## config.mk

```make
export PLATFORM = sky130hd
export DESIGN_NAME = cacheline_arbiter
export DESIGN_NICKNAME = d
export VERILOG_FILES = /design/src/rtl/cacheline_arbiter.sv
export SDC_FILE = /design/constraint.sdc
export NUM_CORES = 1
export LEC_CHECK = 0
export CAP_MARGIN = 40
export CORE_AREA = 8 8 389 391
export CTS_BUF_LIST = sky130_fd_sc_hd__clkbuf_2
export CTS_CLUSTER_SIZE = 20
export DETAILED_ROUTE_END_ITERATION = 10
export DIE_AREA = 0 0 397 399
export PLACE_DENSITY_LB_ADDON = 0.15
export SETUP_SLACK_MARGIN = 0.2
export SLEW_MARGIN = 30
export SYNTH_ARGS = -nofsm -noshare
export SYNTH_HDL_FRONTEND = slang
export SYNTH_SLANG_ARGS = --single-unit
```

## constraint.sdc

```tcl
create_clock -name clk -period 13.8 [get_ports clk]
set_input_delay 2.76 -clock clk [delete_from_list [all_inputs] [get_ports clk]]
set_output_delay 2.76 -clock clk [all_outputs]
set_load 0.005 [all_outputs]
```

## src/rtl/cacheline_arbiter.sv

```systemverilog
// cacheline_arbiter
//   Shares one burst memory port between the instruction cache and the data
//   cache. A whole line request is granted round-robin. Reads are issued as
//   one command followed by LINE_W/BEAT_W returned beats. Writebacks are
//   streamed as LINE_W/BEAT_W write beats. Each transaction ends with a
//   single-cycle response pulse to the cache that was granted.
//
// Ports
//   clk, rst          clock; asynchronous active-low reset
//   i_addr/i_read     icache line read request (held until i_resp)
//   i_rdata/i_resp    assembled line and completion pulse to icache
//   d_addr/d_read/d_write/d_wdata   dcache read / writeback request
//   d_rdata/d_resp    assembled line and completion pulse to dcache
//   bmem_addr         line-aligned address during command / write beats
//   bmem_read         read command, held until bmem_ready
//   bmem_write        write beat valid; bmem_wdata carries the beat
//   bmem_ready        memory accepts the command or write beat
//   bmem_rdata/bmem_rvalid   returned read beats, in order
module cacheline_arbiter #(
    parameter int LINE_W = 256,
    parameter int BEAT_W = 64
) (
    input  logic              clk,
    input  logic              rst,
    input  logic [31:0]       i_addr,
    input  logic              i_read,
    output logic [LINE_W-1:0] i_rdata,
    output logic              i_resp,
    input  logic [31:0]       d_addr,
    input  logic              d_read,
    input  logic              d_write,
    input  logic [LINE_W-1:0] d_wdata,
    output logic [LINE_W-1:0] d_rdata,
    output logic              d_resp,
    output logic [31:0]       bmem_addr,
    output logic              bmem_read,
    output logic              bmem_write,
    output logic [BEAT_W-1:0] bmem_wdata,
    input  logic              bmem_ready,
    input  logic [BEAT_W-1:0] bmem_rdata,
    input  logic              bmem_rvalid
);

    localparam int                 BEATS     = LINE_W / BEAT_W;
    localparam int                 BEAT_CW   = (BEATS > 1) ? $clog2(BEATS) : 1;
    localparam logic [BEAT_CW-1:0] LAST_BEAT = BEAT_CW'(BEATS - 1);
    // Clears the byte-offset bits of a line address.
    localparam logic [31:0]        LINE_MASK = ~32'(LINE_W / 8 - 1);

    localparam logic REQ_I = 1'b0;
    localparam logic REQ_D = 1'b1;

    typedef enum logic [2:0] {
        IDLE,
        RD_CMD,
        RD_BEATS,
        WR_BEATS,
        RESP
    } state_t;

    state_t              state;
    state_t              state_n;
    logic [BEAT_CW-1:0]  beat;
    // Requester currently / most recently granted; drives the round-robin tie
    // break, the response steering and the stale-request mask.
    logic                last_grant;
    // High only in the IDLE cycle right after RESP.
    logic                mask_vld;

    logic [31:0]         addr_q;
    logic [LINE_W-1:0]   wline;
    logic [LINE_W-1:0]   line_q;
    logic [LINE_W-1:0]   line_n;

    logic                req_i;
    logic                req_d;
    logic                start;
    logic                grant_n;

    // Next-state and grant decision
    always_comb begin
        req_i   = i_read && !(mask_vld && last_grant == REQ_I);
        req_d   = (d_read || d_write) && !(mask_vld && last_grant == REQ_D);
        start   = 1'b0;
        grant_n = last_grant;
        state_n = state;
        line_n  = line_q;
        line_n[int'(beat) * BEAT_W +: BEAT_W] = bmem_rdata;

        case (state)
            IDLE: begin
                if (req_i && req_d) begin
                    start   = 1'b1;
                    grant_n = ~last_grant;
                end else if (req_i) begin
                    start   = 1'b1;
                    grant_n = REQ_I;
                end else if (req_d) begin
                    start   = 1'b1;
                    grant_n = REQ_D;
                end
                if (start) begin
                    state_n = (grant_n == REQ_D && d_write) ? WR_BEATS : RD_CMD;
                end
            end
            RD_CMD: begin
                if (bmem_ready) state_n = RD_BEATS;
            end
            RD_BEATS: begin
                if (bmem_rvalid && beat == LAST_BEAT) state_n = RESP;
            end
            WR_BEATS: begin
                if (bmem_ready && beat == LAST_BEAT) state_n = RESP;
            end
            RESP: begin
                state_n = IDLE;
            end
            default: begin
                state_n = IDLE;
            end
        endcase
    end

    // Control state and returned lines
    always_ff @(posedge clk or negedge rst) begin
        if (!rst) begin
            state      <= IDLE;
            beat       <= '0;
            last_grant <= REQ_D;
            mask_vld   <= 1'b0;
            i_rdata    <= '0;
            d_rdata    <= '0;
        end else begin
            state    <= state_n;
            mask_vld <= (state == RESP);
            if (state == IDLE && start) begin
                last_grant <= grant_n;
                beat       <= '0;
            end
            // The beat counter is exactly wide enough to wrap back to 0 after
            // the last beat, ready for the next transaction.
            if ((state == RD_BEATS && bmem_rvalid) || (state == WR_BEATS && bmem_ready)) begin
                beat <= beat + 1'b1;
            end
            if (state == RD_BEATS && bmem_rvalid && beat == LAST_BEAT) begin
                if (last_grant == REQ_D) begin
                    d_rdata <= line_n;
                end else begin
                    i_rdata <= line_n;
                end
            end
        end
    end

    // Transaction datapath: latched address, writeback line, partial read line
    always_ff @(posedge clk) begin
        if (state == IDLE && start) begin
            addr_q <= ((grant_n == REQ_D) ? d_addr : i_addr) & LINE_MASK;
            if (grant_n == REQ_D && d_write) begin
                wline <= d_wdata;
            end
        end
        if (state == RD_BEATS && bmem_rvalid) begin
            line_q <= line_n;
        end
    end

    // Outputs decoded from state only
    assign bmem_read  = (state == RD_CMD);
    assign bmem_write = (state == WR_BEATS);
    assign bmem_addr  = (bmem_read || bmem_write) ? addr_q : '0;
    assign bmem_wdata = bmem_write ? wline[int'(beat) * BEAT_W +: BEAT_W] : '0;
    assign i_resp     = (state == RESP) && (last_grant == REQ_I);
    assign d_resp     = (state == RESP) && (last_grant == REQ_D);

    // A dcache read and writeback at the same time has no defined meaning.
    a_no_dcache_rd_wr: assert property (@(posedge clk) disable iff (!rst) !(d_read && d_write));

endmodule

```

======== Word level (Yosys, flattened, before mapping) ========
Index checks and enable logic that the tools add are counted.
Widths: inputs -> output; s select.
storage, ports and cells
  logic and storage cells ................. 72
  flip-flop bits (word level) ............. 1058
  output and inout bits ................... 612
operators by class
  reductions and logical operators ........ 26
  eq/ne operators ......................... 9
  bitwise logic cells ..................... 1
  mux-type cells .......................... 22
  add/sub/neg operators ................... 2
  shifts and indexed selects .............. 3
operator list
  operator                   count
  $bwmux 256                 1
  $shift 64x33->256 const A  1
  $shiftx 256x9->64          1
  $shiftx 64x33->256         1
  $mux 32                    2
  $mux 64                    1
  $neg 8->33                 1
  $logic_and 1x1->1          15
  $mux 3                     4
  $pmux 3 s4                 1
  $mux 1                     10
  $eq 3x2->1 const B         2
  $mux 2                     3
  $ne 2x1->1 const B         3
  $reduce_and 2->1           3
  $reduce_and 4->1           1
  $eq 3x1->1 const B         1
  $eq 3x3->1 const B         1
  $logic_not 3->1            1
  $logic_or 1x1->1           3
  $add 2x1->2 const B        1
  $eq 2x2->1 const B         1
  $logic_not 1->1            2
  $ne 2x2->1 const B         1
  other kinds (2)            2

======== Depth between registers and ports, before layout ========
Gate-level depths: netlist of run 1.
  word-level depth ........................ 11
  depth in mapped cells ................... 9

======== Worst setup path before layout of run 1 ========
No wires, ideal clock.
  path type ............................... input port to flip-flop
  from .................................... in i_read
  to ...................................... reg wline[0], enable pin
  stages on the path ...................... 3
  setup slack ............................. -0.725 ns
  arrival ................................. 13.643 ns
  path buffers ............................ 0
  library setup time ...................... 0.882 ns
  path through ............................ o21ai_0 -> nand2_1 -> nor2_1
between the ends
  longest elaborated chain between the ends .. 7
ends and longest elaborated chain
  item                                                RTL line  source
  start, declared                                     26        input logic i_read,
  $logic_and 1x1->1 *                                 82        req_i = i_read && !(mask_vld && last_grant == REQ_I);
  $mux 1 / $logic_and 1x1->1 (equally long branches)  95, 92
  $mux 1                                              92        if (req_i && req_d) begin
  $mux 1 (2 in a row)                                 90        case (state)
  $logic_and 1x1->1, on equally long branches         157, 159
  $reduce_and 2->1 (no source line) *                 -
  end signal, assigned                                160       wline <= d_wdata;
  end, declared                                       71        logic [LINE_W-1:0] wline;
Mark *: on every way between the ends. The rest lies on a longest branch, timed or not. The select of a mux whose other input is x is not followed.
A chain may end at the register's enable or synchronous reset.

======== Worst setup path after layout of run 1 ========
  from .................................... reg beat[0]
  to ...................................... out bmem_wdata[1]
between the ends
  longest elaborated chain between the ends .. 2
ends and longest elaborated chain
  item                    RTL line  source
  start, declared         63        logic [BEAT_CW-1:0] beat;
  start signal, assigned  143       beat <= beat + 1'b1;
  $shiftx 256x9->64       172       assign bmem_wdata = bmem_write ? wline[int'(beat) * BEAT_W +: BEAT_W] : '0;
  $mux 64                 172
  end, declared           38        output logic [BEAT_W-1:0] bmem_wdata,
Every way passes these cells.

==> results of run 1 <==
==> final cells by class <==
| type | instances | area, um^2 |
|---|---|---|
| Timing Repair Buffer | 1046 | 10700 |
| Antenna cell | 20 | 50.0 |
| Sequential cell | 1058 | 29200 |
| Multi-Input combinational cell | 1008 | 12000 |
| Clock inverter | 51 | 324 |
| Tap cell | 1917 | 2400 |
| Inverter | 204 | 778 |
| Clock buffer | 488 | 2440 |
| Fill cell | 13700 | 87000 |
==> logic make-up after synthesis <==
family	share of synthesized area (%)
compound gates	5.61
simple gates	1.88
buf+inv	4.32
flops	68.0
fa+ha+maj	0.146
other cells	0.00874
mux	20.1
==> cell usage in the layout, fill, tap and decap left out, types with 20 or more instances in the layout <==
cell / n
sky130_fd_sc_hd__edfxtp_1: 539
sky130_fd_sc_hd__buf_4: 36
sky130_fd_sc_hd__inv_1: 199
sky130_fd_sc_hd__dfrtp_1: 515
sky130_fd_sc_hd__clkinv_1: 39
sky130_fd_sc_hd__diode_2: 20
sky130_fd_sc_hd__mux4_2: 64
sky130_fd_sc_hd__clkbuf_2: 488
sky130_fd_sc_hd__and3_1: 66
sky130_fd_sc_hd__a22o_1: 144
sky130_fd_sc_hd__and2_1: 29
sky130_fd_sc_hd__mux2_4: 337
sky130_fd_sc_hd__a32o_1: 47
sky130_fd_sc_hd__a32oi_1: 65
sky130_fd_sc_hd__mux2_2: 65
sky130_fd_sc_hd__clkdlybuf4s50_1: 986
sky130_fd_sc_hd__mux2i_1: 131
==> metrics by stage <==
stage                     hold slack (ns)  power [W]
after global routing                0.508     0.0121
final                               0.497     0.0114
after CTS                           0.503     0.0117
after global placement              0.478    0.00914
after floorplan                     0.483    0.00674
after detailed placement            0.482    0.00922
==> tightest hold or removal path, stage by stage (launching register included) <==
cell	delay, ns
sky130_fd_sc_hd__edfxtp_1	0.33
sky130_fd_sc_hd__a32oi_1	0.08
sky130_fd_sc_hd__mux2i_1	0.13
==> flip-flops by register name, indices dropped and copies added, names as in the netlist <==
name and count:
beat 2, addr_q 27, wline 256, d_rdata 256, i_rdata 256, line_q 256
mask_vld 1, last_grant 1, state 3
==> layer usage <==
layer / GRT usage [%] / up-vias / wire length (um)
met3: 8.51 / 240 / 14600
met1: 22.4 / 13600 / 62400
met5: 0 / - / 219
met4: 5.32 / 32 / 3660
li1: - / 11800 / -
met2: 31.9 / 1057 / 76000
==> Yosys cell counts (22+ instances only) <==
library cell / instances / area share, %
sky130_fd_sc_hd__clkbuf_1: 55 / 0.48
sky130_fd_sc_hd__buf_6: 41 / 1.1
sky130_fd_sc_hd__edfxtp_1: 539 / 38
sky130_fd_sc_hd__and2_1: 29 / 0.42
sky130_fd_sc_hd__mux2i_1: 131 / 3.1
sky130_fd_sc_hd__a22o_1: 144 / 2.9
sky130_fd_sc_hd__a32o_1: 47 / 1.1
sky130_fd_sc_hd__buf_4: 22 / 0.38
sky130_fd_sc_hd__dfrtp_1: 518 / 30
sky130_fd_sc_hd__mux2_4: 337 / 12
sky130_fd_sc_hd__and3_1: 68 / 0.99
sky130_fd_sc_hd__mux2_2: 65 / 1.7
sky130_fd_sc_hd__mux4_2: 64 / 3.4
sky130_fd_sc_hd__a32oi_1: 65 / 1.3
sky130_fd_sc_hd__inv_1: 200 / 1.7
sky130_fd_sc_hd__buf_2: 39 / 0.45
==> where the power goes <==
| part | internal [W] | leakage [nW] | switching [W] |
|---|---|---|---|
| Sequential | 0.00436 | 11.5 | 0.000430 |
| Clock | 0.00101 | 2.19 | 0.00136 |
| Combinational | 0.00224 | 10.1 | 0.00204 |
==> worst paths after layout <==
| kind | depth (start not counted) | to | slack (ns) |
|---|---|---|---|
| worst max-delay path | 6 | bmem_wdata[1] | 6.41 |
| min in group asynchronous | 1 | i_rdata[65] | 1.21 |
| worst max register to register | 8 | d_rdata[255] | 9.51 |
| worst min register to register | 2 | i_rdata[158] | 0.50 |
| worst min-delay path | 2 | i_rdata[158] | 0.50 |
| max in group asynchronous | 4 | beat[0] | 10.49 |
==> metrics.txt, run 1 <==
result of the run=finished clean; Placed Instance Area=between 0.05 and 0.06 mm^2; CTS H-tree depth=5; maximum clock frequency=135 MHz; path class of the lowest-slack min-delay path=flop to flop; Max Buffers Root-to-Sink=4; cell leakage power=between 20 and 25 nW; Num CTS Buffers=310; power density cells=approximately 200 mW/mm^2; critical path's most frequent cell=sky130_fd_sc_hd__buf_4; clock sink count=1058; clock transition at the registers of the reported paths=0.10 ns; post-detailed-routing wire length=roughly 160000 um; Setup crit start kind=flop; number of maximum-capacitance violations=0; row cnt=140; crit path max-delay cell type=sky130_fd_sc_hd__clkdlybuf4s50_1; first-pass GRT wire length=between 200000 and 250000 um; total number of vias=approximately 27000; antenna violations before repair=39; Netlist cell types=48; clock tree from TritonCTS=done; pre-CTS setup slack=about 7.0 ns; reg2reg start=state[0]; number of endpoints with negative hold slack in the final report=0; Async S/R FF share, synth=49.1%; worst endpoint required time=11.04 ns; Mapped Area=0.0429 mm^2; Tcrit/Tclk final=a little over half; critical path data arrival time=approximately 4.6 ns; Die X=397 um; cells after synthesis=2430; worst setup path startpoint=beat[0]; cell family contributing the most delay on the critical path=buffers and inverters; global placement routability congestion=0.818; relative area change from synthesis to final layout=34.8%; number of placed instances, taps included=~5200; aggregate global routing overflow=0; kind of end point of the critical path=primary output; starting utilization of the core area=between 20% and 30%; number of vias per cell after detailed routing=4.62; total of warnings raised by yosys=0; synthesized flop and latch total=1058; count of hold buffers inserted by post-cts repair=0; full die area=about 0.16 mm^2; setup repair after global routing missed its margin=false; post-route clock skew=around 0.19 ns; predominant post-synthesis flop cell=sky130_fd_sc_hd__edfxtp_1; gr usage total=19.1%; clock latency on the worst-skew pair=between 1.5 and 2 ns; CP Buf/Inv Count=4; die extent in y=between 300 and 400 um; largest fanout on the critical path=27; post-CTS setup buffer count=0; Mapped Avg Cell Area=17.7 um^2; Min-Delay Startpoint=line_q[158]; number of standard cells in the final layout excluding fillers=just under 6000; IR Drop Worst-Case VDD=a little over 0.00009 V; DRC violations left=0; HPWL Detailed=around 110000 um; Slew Limit Fails=0; first-pass iteration count of the detailed router=5; core footprint=0.145 mm^2; number of nets with antenna violations after detailed routing=0; endpoints failing setup=0; post-cts resize count=0; number of enable flip-flop cells after synthesis=between 500 and 600; number of buffers added on ports=about 990; fraction of final layout cells sized beyond drive strength 1=27.3%; final instance area=about 0.058 mm^2; post-synthesis sequential area ratio=68.0%; critical path cell sequence=buf_4 > buf_4 > buf_12 > mux4_2 > and3_1 > clkdlybuf4s50_1; kind of critical path=flop to primary output; largest net degree at the start of global routing=between 150 and 200; setup TNS after final layout=0 ns; headroom to the max-slew limit=29.4%; routed wire length per instance=between 20 and 30 um; pin slew with the least headroom to its limit=between 1 and 1.5 ns; number of primary I/O pins=~1000; largest incremental delay on the critical path=a little under 0.6 ns; DRT iter0 DRCs=1396; final-stage net count=just over 4000; least setup slack across all paths after layout=6.41 ns; clock period minus final worst setup slack=7.39 ns; final core utilization=39.9%; vias in the first global route=28500; cell chosen for the clock root=sky130_fd_sc_hd__clkbuf_2
Power figures use the tool's default switching activity.
==> run 2, diff against run 1 <==
==> constraint.sdc (replaced) <==
create_clock -name clk -period 7.7 [get_ports clk]
set_input_delay 1.54 -clock clk [delete_from_list [all_inputs] [get_ports clk]]
set_output_delay 1.54 -clock clk [all_outputs]
set_load 0.005 [all_outputs]
==> run 2 against run 1 <==
Routed wire length grew 0.21%. Cell area shrank 0.30%. Worst setup slack lost 4.6 ns. Via count shrank 0.20%. Power grew 79%. Die area is the same. Highest routed layer unchanged. Count of clock-buffer cells in the layout shrank 8. Critical endpoint is now bmem_wdata[19].
==> metrics.txt, run 2 (synthesis gave the netlist of run 1 again) <==
routed wire length per instance=between 20 and 30 um; CTS H-tree depth=5; die extent in y=399 um; post-cts resize count=0; post-route clock skew=between 0.2 and 0.25 ns; endpoints failing setup=0; CP Buf/Inv Count=4; commonest cells after routing, fill and taps aside=986 x sky130_fd_sc_hd__clkdlybuf4s50_1, 539 x sky130_fd_sc_hd__edfxtp_1, 515 x sky130_fd_sc_hd__dfrtp_1; path class of the lowest-slack min-delay path=flop to flop; Placed Instance Area=roughly 0.055 mm^2; DRT iter0 DRCs=around 1300; post-detailed-routing wire length=roughly 160000 um; clock transition at the registers of the reported paths=about 0.10 ns; largest incremental delay on the critical path=about 0.57 ns; cell family contributing the most delay on the critical path=buffers and inverters; aggregate global routing overflow=0; Num CTS Buffers=just over 300; gr usage total=19.2%; total number of vias=26700; Slew Limit Fails=0; maximum clock frequency=~170 MHz; critical path data arrival time=about 4.3 ns; antenna violations before repair=33; largest net degree at the start of global routing=approximately 190; vias in the first global route=around 28000; IR Drop Worst-Case VDD=between 0.0001 and 0.00015 V; number of standard cells in the final layout excluding fillers=5778; pre-CTS setup slack=2.81 ns; cell chosen for the clock root=sky130_fd_sc_hd__clkbuf_2; first-pass GRT wire length=approximately 220000 um; number of primary I/O pins=between 1000 and 1500; global placement routability congestion=approximately 0.84; setup TNS after final layout=0 ns; Max Buffers Root-to-Sink=4; full die area=0.158 mm^2; number of nets with antenna violations after detailed routing=0; Tcrit/Tclk final=between 70% and 80%; fraction of final layout cells sized beyond drive strength 1=a little over a quarter; kind of end point of the critical path=primary output; least setup slack across all paths after layout=approximately 1.8 ns; critical path's most frequent cell=sky130_fd_sc_hd__buf_16; worst endpoint required time=between 6 and 7 ns; clock sink count=roughly 1100; headroom to the max-slew limit=between 20% and 30%; final instance area=about 0.058 mm^2; clock tree from TritonCTS=done; first-pass iteration count of the detailed router=5; Setup crit start kind=flop; setup repair after global routing missed its margin=false; final hold slack=roughly 0.43 ns; number of placed instances, taps included=5224; pin slew with the least headroom to its limit=between 1 and 1.5 ns; commonest non-fill, non-tap cell in the layout=sky130_fd_sc_hd__clkdlybuf4s50_1; clock period minus final worst setup slack=about 6 ns; starting utilization of the core area=a little under 30%; DRC violations left=0; cell leakage power=23.7 nW; row cnt=140; number of endpoints with negative hold slack in the final report=0; HPWL Detailed=about 110000 um; Die X=between 300 and 400 um; largest fanout on the critical path=29; kind of critical path=flop to primary output; critical path cell sequence=buf_16 > buf_4 > buf_16 > mux4_2 > and3_1 > clkdlybuf4s50_1; core footprint=roughly 0.14 mm^2; power density cells=~350 mW/mm^2; result of the run=finished clean; number of vias per cell after detailed routing=between 4 and 5; number of buffers added on ports=between 900 and 1000; crit path max-delay cell type=sky130_fd_sc_hd__dfrtp_4; clock latency on the worst-skew pair=1.70 ns; relative area change from synthesis to final layout=34.4%; final-stage net count=4020; number of maximum-capacitance violations=0
-- run 2: cell count changes in the layout (fill, tap and decap cells not counted), moves of 2 or more --
cell,change
sky130_fd_sc_hd__buf_12,+7
sky130_fd_sc_hd__buf_16,-7
sky130_fd_sc_hd__buf_4,-6
sky130_fd_sc_hd__bufinv_16,-2
sky130_fd_sc_hd__clkbuf_2,-8
sky130_fd_sc_hd__clkinv_1,+4
sky130_fd_sc_hd__clkinv_2,+4
sky130_fd_sc_hd__diode_2,-8
-- run 2: worst paths after layout --
check	from	to	slack, ns	depth (start not counted)
hold / removal	line_q[151]	i_rdata[151]	0.43	2
max in group asynchronous	rst	i_rdata[26]	5.55	4
setup reg to reg	state[0]	d_rdata[116]	4.21	4
setup / recovery	beat[0]	bmem_wdata[19]	1.83	6
hold reg to reg	line_q[151]	i_rdata[151]	0.43	2
min in group asynchronous	rst	i_rdata[15]	0.44	2
-- run 2: worst min-delay path: stages, from the launching register on --
cell and delay, ns:
sky130_fd_sc_hd__edfxtp_1 0.33, sky130_fd_sc_hd__a32oi_1 0.08, sky130_fd_sc_hd__mux2i_1 0.13
-- run 2: repair_timing --
item,CTS,global route
buffers inserted,0,0
setup endpoints to repair,0,0
hold buffers,1,0
hold endpoints to repair,76,0
-- run 2: per-layer routing --
metal  global-route usage [%]  wire length (um)
met4                     6.01              4050
met2                     31.2             74800
met5                        0               198
met3                     8.68             15100
met1                     22.7             63000
-- run 2: metrics by stage --
stage / power, W / utilization, %
floorplan: 0.0120 / -
global placement: 0.0164 / 37.8
detailed placement: 0.0165 / 37.9
CTS: 0.0209 / 39.7
global route: 0.0217 / 39.8
finish: 0.0205 / 39.8
-- run 2: final cells by class --
class,count,area [um^2]
clock buffers,480,2400
repair buffers,1041,10600
clock inverters,58,308
well taps,1917,2400
diodes,12,30.0
inverters,204,776
multi-input cells,1008,12000
fillers,13800,87200
flip-flops and latches,1058,29200
-- run 2: report_power, final --
group / leakage (nW) / total [W] / switching (W) / internal, W
combinational: 10.1 / 0.00762 / 0.00361 / 0.00401
clock: 2.15 / 0.00423 / 0.00249 / 0.00173
sequential: 11.5 / 0.00862 / 0.000803 / 0.00781
==> run 3, diff against run 2 <==
==> constraint.sdc (replaced) <==
create_clock -name clk -period 5.8 [get_ports clk]
set_input_delay 1.16 -clock clk [delete_from_list [all_inputs] [get_ports clk]]
set_output_delay 1.16 -clock clk [all_outputs]
set_load 0.005 [all_outputs]
==> run 3 against run 2 <==
Count of clock-buffer cells in the layout increased by 8. Worst setup slack got worse by 1.1 ns. Flip-flop and latch count unchanged. Sequential share of layout area decreased by 2.8 points. Routed wire length increased by 2.0%. Power increased by 35%. Critical endpoint is now bmem_wdata[1]. Clock power increased by 32%. Worst hold slack got worse by 0.11 ns. Via count increased by 5.3%. First-iteration DRC count increased by 3.3%. Global-route usage increased by 0.41 points.
==> metrics.txt, run 3 (synthesis gave the netlist of run 1 again) <==
number of placed instances, taps included=between 5000 and 6000; Num CTS Buffers=just over 300; commonest cells after routing, fill and taps aside=984 x sky130_fd_sc_hd__clkdlybuf4s50_1, 539 x sky130_fd_sc_hd__edfxtp_1, 515 x sky130_fd_sc_hd__dfrtp_1; setup TNS after final layout=0 ns; flip-flop and latch area=between 0.02 and 0.03 mm^2; fraction of final layout cells sized beyond drive strength 1=~26%; result of the run=finished clean; power density cells=about 450 mW/mm^2; number of vias per cell after detailed routing=roughly 4.6; setup slack, reg-to-reg=approximately 2.5 ns; worst endpoint required time=~4.6 ns; path class of the lowest-slack min-delay path=primary input to flop; gr usage total=approximately 20%; CTS H-tree depth=5; cell chosen for the clock root=sky130_fd_sc_hd__clkbuf_2; critical path cell sequence=nor2b_4 > buf_6 > and3_1 > clkdlybuf4s50_1; clock tree from TritonCTS=done; full die area=approximately 0.16 mm^2; pin slew with the least headroom to its limit=around 1.1 ns; kind of critical path=flop to primary output; largest net degree at the start of global routing=between 100 and 150; clock transition at the registers of the reported paths=0.11 ns; clock period minus final worst setup slack=between 5 and 6 ns; CP Buf/Inv Count=2; relative area change from synthesis to final layout=42.3%; clock latency on the worst-skew pair=approximately 1.6 ns; fillcell total=13500; Min-Delay Startpoint=bmem_rdata[63]; largest fanout on the critical path=a little under 60; Die X=between 300 and 400 um; FF-to-FF path depth=8; starting utilization of the core area=29.6%; vias in the first global route=30500; kind of end point of the critical path=primary output; Max Buffers Root-to-Sink=4; number of primary I/O pins=between 1000 and 1500; cell leakage power=25.2 nW; core footprint=approximately 0.14 mm^2; headroom to the max-slew limit=between 20% and 30%; total number of vias=between 20000 and 30000; Tcrit/Tclk final=around 87%; total area of multi-input combinational cells=about 0.012 mm^2; HPWL Detailed=~110000 um; hold path endpoint=line_q[255]; commonest non-fill, non-tap cell in the layout=sky130_fd_sc_hd__clkdlybuf4s50_1; Setup crit start kind=flop; aggregate global routing overflow=0; critical path data arrival time=between 3 and 4 ns; post-detailed-routing wire length=approximately 160000 um; largest incremental delay on the critical path=0.68 ns; first-pass iteration count of the detailed router=4; row cnt=140; number of standard cells in the final layout excluding fillers=6112; endpoints failing setup=0; number of nets with antenna violations after detailed routing=0; first-pass GRT wire length=approximately 230000 um; DRC violations left=0; DRT iter0 DRCs=1349; number of maximum-capacitance violations=0; IR Drop Worst-Case VDD=around 0.00022 V; routed wire length per instance=around 26 um; antenna violations before repair=19; die extent in y=399 um; final core utilization=42.2%; number of buffers added on ports=slightly below 1000; setup repair after global routing missed its margin=false; final-stage net count=around 4300; post-route clock skew=0.155 ns; crit path max-delay cell type=sky130_fd_sc_hd__clkdlybuf4s50_1; clock sink count=between 1000 and 1500; cell family contributing the most delay on the critical path=buffers and inverters; maximum clock frequency=198 MHz; number of endpoints with negative hold slack in the final report=0; Slew Limit Fails=0; reg2reg start=beat[0]; global placement routability congestion=0.830; FF-to-FF End=d_rdata[188]; WHS Path Cells=2
## run 3: cell count changes in the layout (fill, tap and decap cells not counted), moves of 2 or more
cell,previous run,this run
sky130_fd_sc_hd__diode_2,12,20
sky130_fd_sc_hd__buf_12,17,34
sky130_fd_sc_hd__buf_4,30,33
sky130_fd_sc_hd__clkbuf_2,480,488
sky130_fd_sc_hd__clkinv_1,43,37
sky130_fd_sc_hd__dlygate4sd3_1,1,308
sky130_fd_sc_hd__clkdlybuf4s50_1,986,984
sky130_fd_sc_hd__buf_2,0,2
## run 3: stage by stage
step                      cell area [um^2]  setup WS, ns  hold slack, ns  power, W
final                                61100         0.759           0.317    0.0275
after global routing                 61100         0.346         0.00909    0.0292
after CTS                            61000         0.348         0.00767    0.0280
after detailed placement             55100          1.69           0.479    0.0220
after global placement               55000          1.66           0.472    0.0218
after floorplan                      43000         0.207           0.483    0.0159
## run 3: routing by layer
| layer | vias up | track usage (%) | part of all wire [%] |
|---|---|---|---|
| met5 | - | 0 | 0.019 |
| met4 | 6 | 5.45 | 2.1 |
| met3 | 200 | 7.64 | 8.3 |
| met2 | 1082 | 32.8 | 49 |
| met1 | 14400 | 23.5 | 41 |
| li1 | 12400 | - | - |
## run 3: worst max-delay path by stage
stage                     slack (ns)  depth (start not counted)         from             end
after floorplan                 0.21                          3       i_read        wline[0]
after global placement          1.66                          5  bmem_rvalid    i_rdata[122]
after detailed placement        1.69                          5  bmem_rvalid      d_rdata[2]
after CTS                       0.35                          4     state[1]   bmem_wdata[1]
after global routing            0.35                          4     state[1]  bmem_wdata[27]
final                           0.76                          4     state[1]   bmem_wdata[1]
## run 3: what timing repair did
action	4_1_cts	5_1_grt
endpoints found under the hold margin	707	0
buffers inserted	4	0
setup endpoints to repair	40	0
hold buffers	309	0
gates resized for setup	1	0
## run 3: cell type report
class	instances	area share, %
Multi-Input combinational cell	1008	19.6
Sequential cell	1058	47.8
Clock inverter	51	0.410
Tap cell	1917	3.93
Antenna cell	20	0.0820
Inverter	204	1.27
Clock buffer	488	4.00
Timing Repair Buffer	1366	22.9
## run 3: where the power goes
group | switching [W] | internal [W] | leakage (nW) | total, W
clock network | 0.00330 | 0.00228 | 2.16 | 0.00558
logic | 0.00493 | 0.00559 | 11.5 | 0.0105
registers | 0.00106 | 0.0104 | 11.5 | 0.0114
total | 0.00929 | 0.0182 | 25.2 | 0.0275
## run 3: worst register-to-register path: cells and delay by family (launching register included)
kind / cells / cell delay [ns]
muxes: 1 / 0.20
DFF: 1 / 0.45
and+or+nand+nor: 1 / 0.65
buffers and inverters: 4 / 0.90
AOI/OAI and AO/OA: 1 / 0.50
adders and majority gates: 1 / 0.50
